### src/rtl/sierpinski_row_serializer_if.sv
// Bundle of the row input, control strobes and valid/ready serial stream
// between the Sierpinski row serializer and its neighbours.
interface sierpinski_row_serializer_if #(
    parameter int WIDTH = 14
);
    logic [WIDTH-1:0] row_in;
    logic             start;
    logic             abort;
    logic             ser_ready;
    logic             ser_valid;
    logic             ser_data;
    logic             ser_last;
    logic             row_done;
    logic             frame_done;
    logic             busy;
    logic [7:0]       row_count;

    // Driver side: generator/controller plus downstream ready.
    modport master (
        output row_in, start, abort, ser_ready,
        input  ser_valid, ser_data, ser_last, row_done, frame_done, busy, row_count
    );

    // Serializer side.
    modport slave (
        input  row_in, start, abort, ser_ready,
        output ser_valid, ser_data, ser_last, row_done, frame_done, busy, row_count
    );
endinterface

### src/rtl/sierpinski_row_serializer.sv
// Snapshots the free-running generator row on start (and after each idle gap)
// and shifts it out MSB-first on a valid/ready stream, ROWS rows per frame.
module sierpinski_row_serializer #(
    parameter int WIDTH = 14,
    parameter int ROWS  = 16,
    parameter int GAP   = 2
) (
    input  logic                        clk,
    input  logic                        rst_n,
    sierpinski_row_serializer_if.slave  bus
);
    localparam int                 IDX_W    = $clog2(WIDTH);
    localparam int                 GAP_W    = $clog2(GAP + 1);
    localparam logic [IDX_W-1:0]   LAST_IDX = IDX_W'(WIDTH - 1);
    localparam logic [GAP_W-1:0]   GAP_INIT = GAP_W'(GAP - 1);
    localparam logic [7:0]         ROWS_C   = 8'(ROWS);

    typedef enum logic [1:0] {
        ST_IDLE  = 2'd0,
        ST_SHIFT = 2'd1,
        ST_GAP   = 2'd2,
        ST_DONE  = 2'd3
    } state_t;

    state_t             state_q,     state_d;
    logic [WIDTH-1:0]   shift_q,     shift_d;
    logic [IDX_W-1:0]   bit_idx_q,   bit_idx_d;
    logic [GAP_W-1:0]   gap_cnt_q,   gap_cnt_d;
    logic [7:0]         row_count_q, row_count_d;

    logic               valid_s;
    logic               last_s;
    logic               xfer_s;
    logic [7:0]         row_inc_s;

    assign valid_s   = (state_q == ST_SHIFT);
    assign last_s    = valid_s & (bit_idx_q == LAST_IDX);
    assign xfer_s    = valid_s & bus.ser_ready;
    assign row_inc_s = row_count_q + 8'd1;

    // State and datapath registers; reset discards any row in flight.
    always_ff @(posedge clk or negedge rst_n) begin
        if (!rst_n) begin
            state_q     <= ST_IDLE;
            shift_q     <= {WIDTH{1'b0}};
            bit_idx_q   <= {IDX_W{1'b0}};
            gap_cnt_q   <= {GAP_W{1'b0}};
            row_count_q <= 8'd0;
        end else begin
            state_q     <= state_d;
            shift_q     <= shift_d;
            bit_idx_q   <= bit_idx_d;
            gap_cnt_q   <= gap_cnt_d;
            row_count_q <= row_count_d;
        end
    end

    // Next-state logic: abort beats every other event, including a transfer.
    always_comb begin
        state_d     = state_q;
        shift_d     = shift_q;
        bit_idx_d   = bit_idx_q;
        gap_cnt_d   = gap_cnt_q;
        row_count_d = row_count_q;
        case (state_q)
            ST_IDLE: begin
                if (bus.abort) begin
                    state_d = ST_IDLE;
                end else if (bus.start) begin
                    state_d     = ST_SHIFT;
                    shift_d     = bus.row_in;
                    bit_idx_d   = {IDX_W{1'b0}};
                    row_count_d = 8'd0;
                end else begin
                    state_d = ST_IDLE;
                end
            end
            ST_SHIFT: begin
                if (bus.abort) begin
                    state_d     = ST_IDLE;
                    row_count_d = 8'd0;
                end else if (xfer_s) begin
                    shift_d   = {shift_q[WIDTH-2:0], 1'b0};
                    bit_idx_d = bit_idx_q + {{(IDX_W-1){1'b0}}, 1'b1};
                    if (last_s) begin
                        row_count_d = row_inc_s;
                        if (row_inc_s == ROWS_C) begin
                            state_d = ST_DONE;
                        end else begin
                            state_d   = ST_GAP;
                            gap_cnt_d = GAP_INIT;
                        end
                    end else begin
                        state_d = ST_SHIFT;
                    end
                end else begin
                    state_d = ST_SHIFT;
                end
            end
            ST_GAP: begin
                if (bus.abort) begin
                    state_d     = ST_IDLE;
                    row_count_d = 8'd0;
                end else if (gap_cnt_q == {GAP_W{1'b0}}) begin
                    state_d   = ST_SHIFT;
                    shift_d   = bus.row_in;
                    bit_idx_d = {IDX_W{1'b0}};
                end else begin
                    gap_cnt_d = gap_cnt_q - {{(GAP_W-1){1'b0}}, 1'b1};
                end
            end
            ST_DONE: begin
                if (bus.abort) begin
                    row_count_d = 8'd0;
                end else begin
                    row_count_d = row_count_q;
                end
                state_d = ST_IDLE;
            end
            default: begin
                state_d = ST_IDLE;
            end
        endcase
    end

    assign bus.ser_valid  = valid_s;
    assign bus.ser_data   = valid_s & shift_q[WIDTH-1];
    assign bus.ser_last   = last_s;
    assign bus.row_done   = xfer_s & last_s & ~bus.abort;
    assign bus.frame_done = (state_q == ST_DONE);
    assign bus.busy       = (state_q != ST_IDLE);
    assign bus.row_count  = row_count_q;

endmodule
### src/flat_wrapper.sv
// flat-port wrapper written by rule: the top's interface ports become plain ports
module sierpinski_row_serializer_flat 
#(
    parameter int WIDTH = 14,
    parameter int ROWS  = 16,
    parameter int GAP   = 2
)
  (clk, rst_n, bus_row_in, bus_start, bus_abort, bus_ser_ready, bus_ser_valid, bus_ser_data, bus_ser_last, bus_row_done, bus_frame_done, bus_busy, bus_row_count);
  sierpinski_row_serializer_if #(.WIDTH(WIDTH)) bus_i ();
  input  logic clk;
  input  logic rst_n;
  input wire logic [$bits(bus_i.row_in)-1:0] bus_row_in;
  input wire logic [$bits(bus_i.start)-1:0] bus_start;
  input wire logic [$bits(bus_i.abort)-1:0] bus_abort;
  input wire logic [$bits(bus_i.ser_ready)-1:0] bus_ser_ready;
  output wire logic [$bits(bus_i.ser_valid)-1:0] bus_ser_valid;
  output wire logic [$bits(bus_i.ser_data)-1:0] bus_ser_data;
  output wire logic [$bits(bus_i.ser_last)-1:0] bus_ser_last;
  output wire logic [$bits(bus_i.row_done)-1:0] bus_row_done;
  output wire logic [$bits(bus_i.frame_done)-1:0] bus_frame_done;
  output wire logic [$bits(bus_i.busy)-1:0] bus_busy;
  output wire logic [$bits(bus_i.row_count)-1:0] bus_row_count;
  assign bus_i.row_in = bus_row_in;
  assign bus_i.start = bus_start;
  assign bus_i.abort = bus_abort;
  assign bus_i.ser_ready = bus_ser_ready;
  assign bus_ser_valid = bus_i.ser_valid;
  assign bus_ser_data = bus_i.ser_data;
  assign bus_ser_last = bus_i.ser_last;
  assign bus_row_done = bus_i.row_done;
  assign bus_frame_done = bus_i.frame_done;
  assign bus_busy = bus_i.busy;
  assign bus_row_count = bus_i.row_count;
  sierpinski_row_serializer #(.WIDTH(WIDTH), .ROWS(ROWS), .GAP(GAP)) u_core (.clk(clk), .rst_n(rst_n), .bus(bus_i));
endmodule
### config.mk
export PLATFORM = sky130hd
export DESIGN_NAME = sierpinski_row_serializer_flat
export DESIGN_NICKNAME = d
export VERILOG_FILES = /design/src/rtl/sierpinski_row_serializer_if.sv /design/src/rtl/sierpinski_row_serializer.sv /design/src/flat_wrapper.sv
export SDC_FILE = /design/constraint.sdc
export NUM_CORES = 1
export LEC_CHECK = 0
export BUFFER_PORTS_ARGS = -buffer_cell sky130_fd_sc_hd__buf_2
export CORE_UTILIZATION = 55
export DETAILED_ROUTE_END_ITERATION = 6
export GPL_TIMING_DRIVEN = 0
export HOLD_SLACK_MARGIN = 0.03
export PLACE_DENSITY = 0.76
export SYNTH_ARGS = -nofsm -noshare
export SYNTH_HDL_FRONTEND = slang
export SYNTH_SLANG_ARGS = --single-unit
export TNS_END_PERCENT = 1
### constraint.sdc
create_clock -name clk -period 2.04 [get_ports clk]
set_input_delay 0.102 -clock clk [delete_from_list [all_inputs] [get_ports clk]]
set_output_delay 0.102 -clock clk [all_outputs]
set_load 0.02 [all_outputs]
==> summary.txt, run 1 <==
Outcome
  – Status: complete, no violations

Clock network
  – Clk root buf: clkbuf_4
  – Total CTS buffers: 5
  – Clk buf depth: 2
  – # clock sinks: 30
  – CTS tree: done
  – Clock-pin slew on the worst setup and hold paths: 0.09 ns
  – Max H-tree Level: 2
  – Clock latency on the worst-skew pair: 0.33 ns

Layout
  – Fill count: 247
  – Area Growth Syn to Fin: 16.6%
  – # nets final: 244
  – Layout cell share with drive strength beyond 1: 29.3%
  – Final Cell Area: 0.00211 sq mm
  – # diodes: 0

Setup path
  – Reg2Reg Depth: 7
  – RR Startpoint: u_core.gap_cnt_q[0]
  – Required @ worst endpoint: 1.94 ns
  – Crit Path Max Fanout: 7
  – Reg2reg setup slack: 0.20 ns
  – R2R Path End: u_core.shift_q[4]
  – Critical Path AT: 1.81 ns
  – Startpoint Class: flop
  – Worst setup EP type: output pin
  – Setup CP Type: flop to output pin

Routing
  – Vias/cell: 5.77
  – Initial DRC count: 72
  – Routed Antenna Nets: 0
  – DR DRC count: 0
  – Wire length per cell: 14.4 um
  – Total wire length: 3.84 mm
  – Via count: 1536
  – Pre-Repair DR Iteration Count: 4

Hold path
  – Hold_sp: bus_row_in[13]
  – HP Class: input port to flop
  – Worst Hold Depth: 3
  – Hold EP: u_core.shift_q[13]

Yosys
  – Yosys cell types: 46
  – Number of synthesized flops with an enable pin: 0
  – Top FF cell, synth: dfrtp_1
  – Sequential share of the synthesized area: 41.5%
  – Synthesized Nets: 203
  – Ys Warns: 0
  – Synth top area cells: dfrtp_1 (41%), mux2i_1 (7.7%), o21ai_0 (5.3%)
  – Most common cell in the netlist: dfrtp_1
  – Synthesized flop and latch total: 30
  – Synth cell count leaders: dfrtp_1 (30), o21ai_0 (19), mux2i_1 (14)
  – Mapped Area: 0.00181 sq mm
  – Synth top area share: 41.5%
  – Avg Inst Size Synth: 10.1 sq um
  – Post-synth top area cell: dfrtp_1
  – Ys async rst share: 100%
  – Syn Inst Count: 180

Die
  – Die height: 59.4 um
  – Starting Density: 58.8%
  – Site Rows: 20
  – Die area: 0.00352 sq mm
  – IO Count: 33
  – Core area: 0.00308 sq mm
  – DIE WIDTH: 59.4 um

Power
  – Peak VDD IR: 490 uV
  – Leak pwr: 0.947 nW
  – Pwr/cell area: 654 mW/mm^2

STA
  – RSZ-0062 raised after global routing: false
  – Worst-Margin Slew: 0.687 ns
  – Worst rel slew slack: 54.2%
  – Fin crit share: 94.0%
  – Final setup skew: 0.00710 ns
  – Fin. Hold Viols: 0
  – Final setup fails: 0
  – Final Max Tran Viols: 0
  – Final min period: 1.92 ns
  – Post-route setup TNS: 0 ns
  – Fmax: 0.522 GHz

GRT
  – First-pass GRT wire length: 6.27 mm
  – GRT overflow: 0
  – Vias in the first global route: 1367
  – Initial antenna violation count: 0
  – Overall routing resource usage: 23.9%
  – Largest net degree at the start of global routing: 31

Placement
  – RePlAce Congestion: 0.840
  – Placed Area: 0.00202 sq mm
  – DP Wirelength: 2.67 mm
  – Port Buffer Count: 32

Job
  – Max-cap violations: 0
## what timing repair did
action | in CTS | in global routing
hold endpoints to repair | 31 | 0
resized for setup | 0 | 1
hold buffers | 2 | 0
setup buffers | 0 | 0
setup endpoints to repair | 0 | 9
## flip-flops by register name, indices dropped and copies added (netlist names)
signal / cells
u_core.shift_q: 14
u_core.gap_cnt_q: 2
u_core.bit_idx_q: 4
u_core.bus.row_count: 8
u_core.state_q: 2
## stage by stage
stage / std cells / total power [mW] / util [%] / setup WS (ns) / hold slack [ns]
finish: 266 / 1.38 / 68.5 / 0.123 / 0.0391
global route: 266 / 1.46 / 68.5 / 0.000711 / 0.0372
CTS: 266 / 1.39 / 68.4 / 0.0744 / 0.0300
detailed placement: 256 / 1.01 / 65.8 / 0.101 / 0.184
global placement: 256 / 0.997 / 65.8 / 0.134 / 0.167
floorplan: 180 / 0.926 / - / 0.395 / -0.194
## power by group
| part | leakage, nW | internal [mW] | switching (mW) |
|---|---|---|---|
| combinational | 0.521 | 0.125 | 0.158 |
| clock | 0.0353 | 0.167 | 0.208 |
| sequential | 0.390 | 0.671 | 0.0499 |
## cells in the final DEF (no fill, tap or decap), types with 3 or more instances in the layout
cell	netlist	routed
and3_1	3	3
clkbuf_1	5	6
and2_1	3	3
inv_1	4	4
nor3_1	3	3
o21ai_2	10	10
buf_2	2	34
o211ai_1	3	3
a21oi_1	4	4
nand2_1	6	6
a211oi_1	4	4
o21ai_0	19	19
nor2_1	9	9
nand3_1	6	6
dfrtp_1	30	30
buf_6	4	4
mux2i_1	14	14
o21ai_1	6	6
clkbuf_4	0	5
ha_1	4	4
o31ai_1	6	6
nand2b_1	3	3
## worst max-delay path: stages, from the launching register on
cell and delay, ns:
dfrtp_1 0.41, inv_1 0.07, ha_1 0.17, nand4_1 0.32, nor2_4 0.31, buf_2 0.20
## layer usage
layer,part of all wire [%],wire (um),vias to the layer above,GRT usage (%)
met4,2.1,80,0,12.9
met2,49,1890,44,36.4
li1,-,-,755,-
met5,0,0,-,0
met3,3.8,144,7,4.80
met1,45,1720,730,31.9
## logic make-up (layout without fill, tap and decap cells)
| logic type | count (synthesis) | in the layout | synth area share, % |
|---|---|---|---|
| simple gates | 50 | 50 | 16.2 |
| fa+ha+maj | 4 | 4 | 2.77 |
| buf+inv | 17 | 59 | 6.22 |
| mux | 16 | 16 | 8.99 |
| flops | 30 | 30 | 41.5 |
| compound gates | 63 | 63 | 24.3 |
## worst max-delay path by stage
stage                        startpoint                 endpoint  slack [ns]
global route        u_core.bit_idx_q[1]             bus_row_done      0.0007
detailed placement  u_core.bit_idx_q[0]  u_core.bus.row_count[4]        0.10
floorplan           u_core.bit_idx_q[0]  u_core.bus.row_count[2]        0.39
finish              u_core.bit_idx_q[1]             bus_row_done        0.12
CTS                 u_core.bit_idx_q[0]  u_core.bus.row_count[4]        0.07
global placement    u_core.bit_idx_q[0]  u_core.bus.row_count[2]        0.13
## final cells by class
type | count | area, sq um | area share, %
clock buffers | 7 | 55.1 | 2.61
well taps | 44 | 55.1 | 2.61
multi-input cells | 133 | 951 | 45.1
repair buffers | 34 | 180 | 8.54
plain buffers | 12 | 81.3 | 3.86
clock inverters | 1 | 5.00 | 0.237
inverters | 5 | 31.3 | 1.48
flip-flops and latches | 30 | 751 | 35.6
(Power assumes the default switching activity.)
==> run 2, diff against run 1 <==
CELL_PAD_IN_SITES_DETAIL_PLACEMENT = 1   (was not set)
CELL_PAD_IN_SITES_GLOBAL_PLACEMENT = 1   (was not set)
CORE_UTILIZATION = 42   (was 55)
PLACE_DENSITY = 0.75   (was 0.76)
==> run 2 against run 1 <==
Against the previous run: final cell count up 3.0%; final area is 2.6% higher; critical path type unchanged; utilization shrank 15 points; die area is 30% higher; sequential cell count did not move; routed wire length rose by 20%; global-route usage fell by 1.0 points; clock power rose by 35%; count of clock-buffer cells in the layout decreased by 1; hold slack improved by 0.029 ns.
==> summary.txt, run 2 (synthesis gave the netlist of run 1 again) <==
Outcome
  – Status: complete, no violations (unchanged)

STA
  – Hold slack: 0.0684 ns (was 0.0391 ns)
  – Final setup fails: 0 (unchanged)
  – Fin. Hold Viols: 0 (unchanged)
  – Worst-Margin Slew: 0.691 ns (was 0.687 ns)
  – Fin crit share: 92.5% (was 94.0%)
  – Final min period: 1.89 ns (was 1.92 ns)
  – RSZ-0062 raised after global routing: false (unchanged)
  – Fmax: 0.530 GHz (was 0.522 GHz)
  – Post-route setup TNS: 0 ns (unchanged)
  – Worst rel slew slack: 53.9% (was 54.2%)
  – Final setup skew: 0.00466 ns (was 0.00710 ns)
  – Final Max Tran Viols: 0 (unchanged)

Setup path
  – CP max stage delay: 0.38 ns (was 0.41 ns)
  – CP max-delay cell: dfrtp_1 (unchanged)
  – Setup CP Type: flop to output pin (unchanged)
  – Critical Path AT: 1.79 ns (was 1.81 ns)
  – Cell Chain, Critical Path: buf_6, nand2b_4, buf_6, inv_12, buf_2, and2_1, buf_2 (was inv_1, ha_1, nand4_1, nor2_4, buf_2)
  – Worst setup EP type: output pin (unchanged)
  – RR Startpoint: u_core.gap_cnt_q[0] (unchanged)
  – Required @ worst endpoint: 1.94 ns (about the same)
  – Startpoint Class: flop (unchanged)
  – R2R Path End: u_core.bit_idx_q[1] (was u_core.shift_q[4])
  – Reg2reg setup slack: 0.18 ns (was 0.20 ns)
  – Crit Path Max Fanout: 10 (was 7)
  – Reg2Reg Depth: 7 (unchanged)

Die
  – Die area: 0.00457 sq mm (was 0.00352 sq mm)
  – DIE WIDTH: 67.6 um (was 59.4 um)
  – Core area: 0.00406 sq mm (was 0.00308 sq mm)
  – Die height: 67.6 um (was 59.4 um)
  – Site Rows: 23 (was 20)
  – IO Count: 33 (unchanged)
  – Starting Density: 44.6% (was 58.8%)

Routing
  – Total wire length: 4.60 mm (was 3.84 mm)
  – DR DRC count: 0 (unchanged)
  – Via count: 1547 (was 1536)
  – Routed Antenna Nets: 0 (unchanged)
  – Pre-Repair DR Iteration Count: 4 (unchanged)
  – Vias/cell: 5.65 (was 5.77)
  – Initial DRC count: 115 (was 72)
  – Wire length per cell: 16.8 um (was 14.4 um)

Power
  – Leak pwr: 0.967 nW (was 0.947 nW)
  – Peak VDD IR: 369 uV (was 490 uV)
  – Power consumption: 1.52 mW (was 1.38 mW)
  – Pwr/cell area: 703 mW/mm^2 (was 654 mW/mm^2)

GRT
  – Overall routing resource usage: 22.9% (was 23.9%)
  – Met2 Use GR: 40.0% (was 36.4%)
  – Initial antenna violation count: 0 (unchanged)
  – GRT overflow: 0 (unchanged)
  – First-pass GRT wire length: 7.66 mm (was 6.27 mm)
  – Top Usage Layer GRT: met2 (unchanged)
  – Largest net degree at the start of global routing: 31 (unchanged)
  – Met1 global-route usage: 26.8% (was 31.9%)
  – Vias in the first global route: 1613 (was 1367)
  – Met3 Use GR: 5.91% (was 4.80%)

Layout
  – Commonest non-fill, non-tap cell in the layout: buf_2 (unchanged)
  – Area Growth Syn to Fin: 19.6% (was 16.6%)
  – # diodes: 0 (unchanged)
  – Layout cell share with drive strength beyond 1: 30.8% (was 29.3%)
  – # nets final: 246 (was 244)
  – Final Cell Area: 0.00216 sq mm (was 0.00211 sq mm)
  – Most flops, register: u_core.shift_q (unchanged)
  – Max reg flops: 14 (unchanged)
  – Most frequent cells in the layout: buf_2 (34), dfrtp_1 (30), o21ai_0 (19), mux2i_1 (14), o21ai_2 (10) (unchanged)
  – Fill count: 480 (was 247)

Hold path
  – HP Class: input port to flop (unchanged)
  – Hold_sp: bus_row_in[0] (was bus_row_in[13])
  – Hold EP: u_core.shift_q[0] (was u_core.shift_q[13])
  – Worst Hold Depth: 3 (unchanged)

Placement
  – DP Wirelength: 3.28 mm (was 2.67 mm)
  – Placed Area: 0.00203 sq mm (was 0.00202 sq mm)
  – RePlAce Congestion: 0.854 (was 0.840)
  – Port Buffer Count: 32 (unchanged)

Clock network
  – Max H-tree Level: 2 (unchanged)
  – Clk buf depth: 2 (unchanged)
  – Total CTS buffers: 5 (unchanged)
  – CTS tree: done (unchanged)
  – Clk root buf: clkbuf_8 (was clkbuf_4)
  – Clock latency on the worst-skew pair: 0.28 ns (was 0.33 ns)
  – Clock-pin slew on the worst setup and hold paths: 0.06 ns (was 0.09 ns)
  – # clock sinks: 30 (unchanged)

Job
  – Max-cap violations: 0 (unchanged)
## run 2: cell count changes in the layout (fill, tap and decap cells not counted)
cell and delta:
buf_4 +3, clkbuf_1 -1, clkbuf_4 -5, dlygate4sd3_1 -1
clkbuf_8 +5, clkinvlp_4 +1
## run 2: per-layer routing
layer / part of all wire, % / wire length (um) / vias to the layer above
met5: 0 / 0 / -
met4: 0.72 / 33 / 0
met3: 3.7 / 169 / 4
met2: 53 / 2420 / 34
met1: 43 / 1980 / 754
li1: - / - / 755
## run 2: worst max-delay path by stage
stage	startpoint	to	slack (ns)
6_report	u_core.state_q[1]	bus_ser_data	0.15
5_1_grt	u_core.gap_cnt_q[0]	u_core.shift_q[7]	0.05
4_1_cts	u_core.bit_idx_q[1]	bus_row_done	0.05
3_5_place_dp	u_core.bit_idx_q[0]	u_core.bus.row_count[4]	0.005
3_3_place_gp	u_core.bit_idx_q[0]	u_core.bus.row_count[4]	0.06
2_1_floorplan	u_core.bit_idx_q[0]	u_core.bus.row_count[2]	0.39
## run 2: report_power, final
group / total [mW] / switching [mW] / internal (mW) / leakage, nW
clock: 0.506 / 0.235 / 0.271 / 0.0472
combinational: 0.293 / 0.169 / 0.125 / 0.529
sequential: 0.723 / 0.0507 / 0.672 / 0.390
## run 2: timing repair
item	in CTS	in global routing
gates resized for setup	1	0
buffers inserted	0	3
hold endpoints to repair	30	0
pin swaps	0	1
setup endpoints to repair	2	1
hold buffers	1	0
## run 2: final cells by class
cell class	count	area [sq um]	share of cell area (%)
multi-input combinational	133	951	43.9
sequential	30	751	34.7
timing repair buffer	36	193	8.90
clock buffer	6	82.6	3.82
buffer	12	81.3	3.76
tap	50	62.6	2.89
inverter	5	31.3	1.45
clock inverter	2	12.5	0.578
## run 2: per-stage QoR
stage                     utilization, %  cells  setup WS (ns)
final                               53.3    274          0.153
after global routing                53.3    274         0.0458
after CTS                           52.8    271         0.0549
after detailed placement            50.1    262        0.00534
after global placement              50.1    262         0.0560
after floorplan                        -    180          0.395
## run 2: worst max-delay path, delay by kind of cell, from the launching register on
| family | cells | cell delay (ns) |
|---|---|---|
| buffers and inverters | 5 | 0.81 |
| flip-flops | 1 | 0.38 |
| AND/OR/NAND/NOR | 2 | 0.31 |
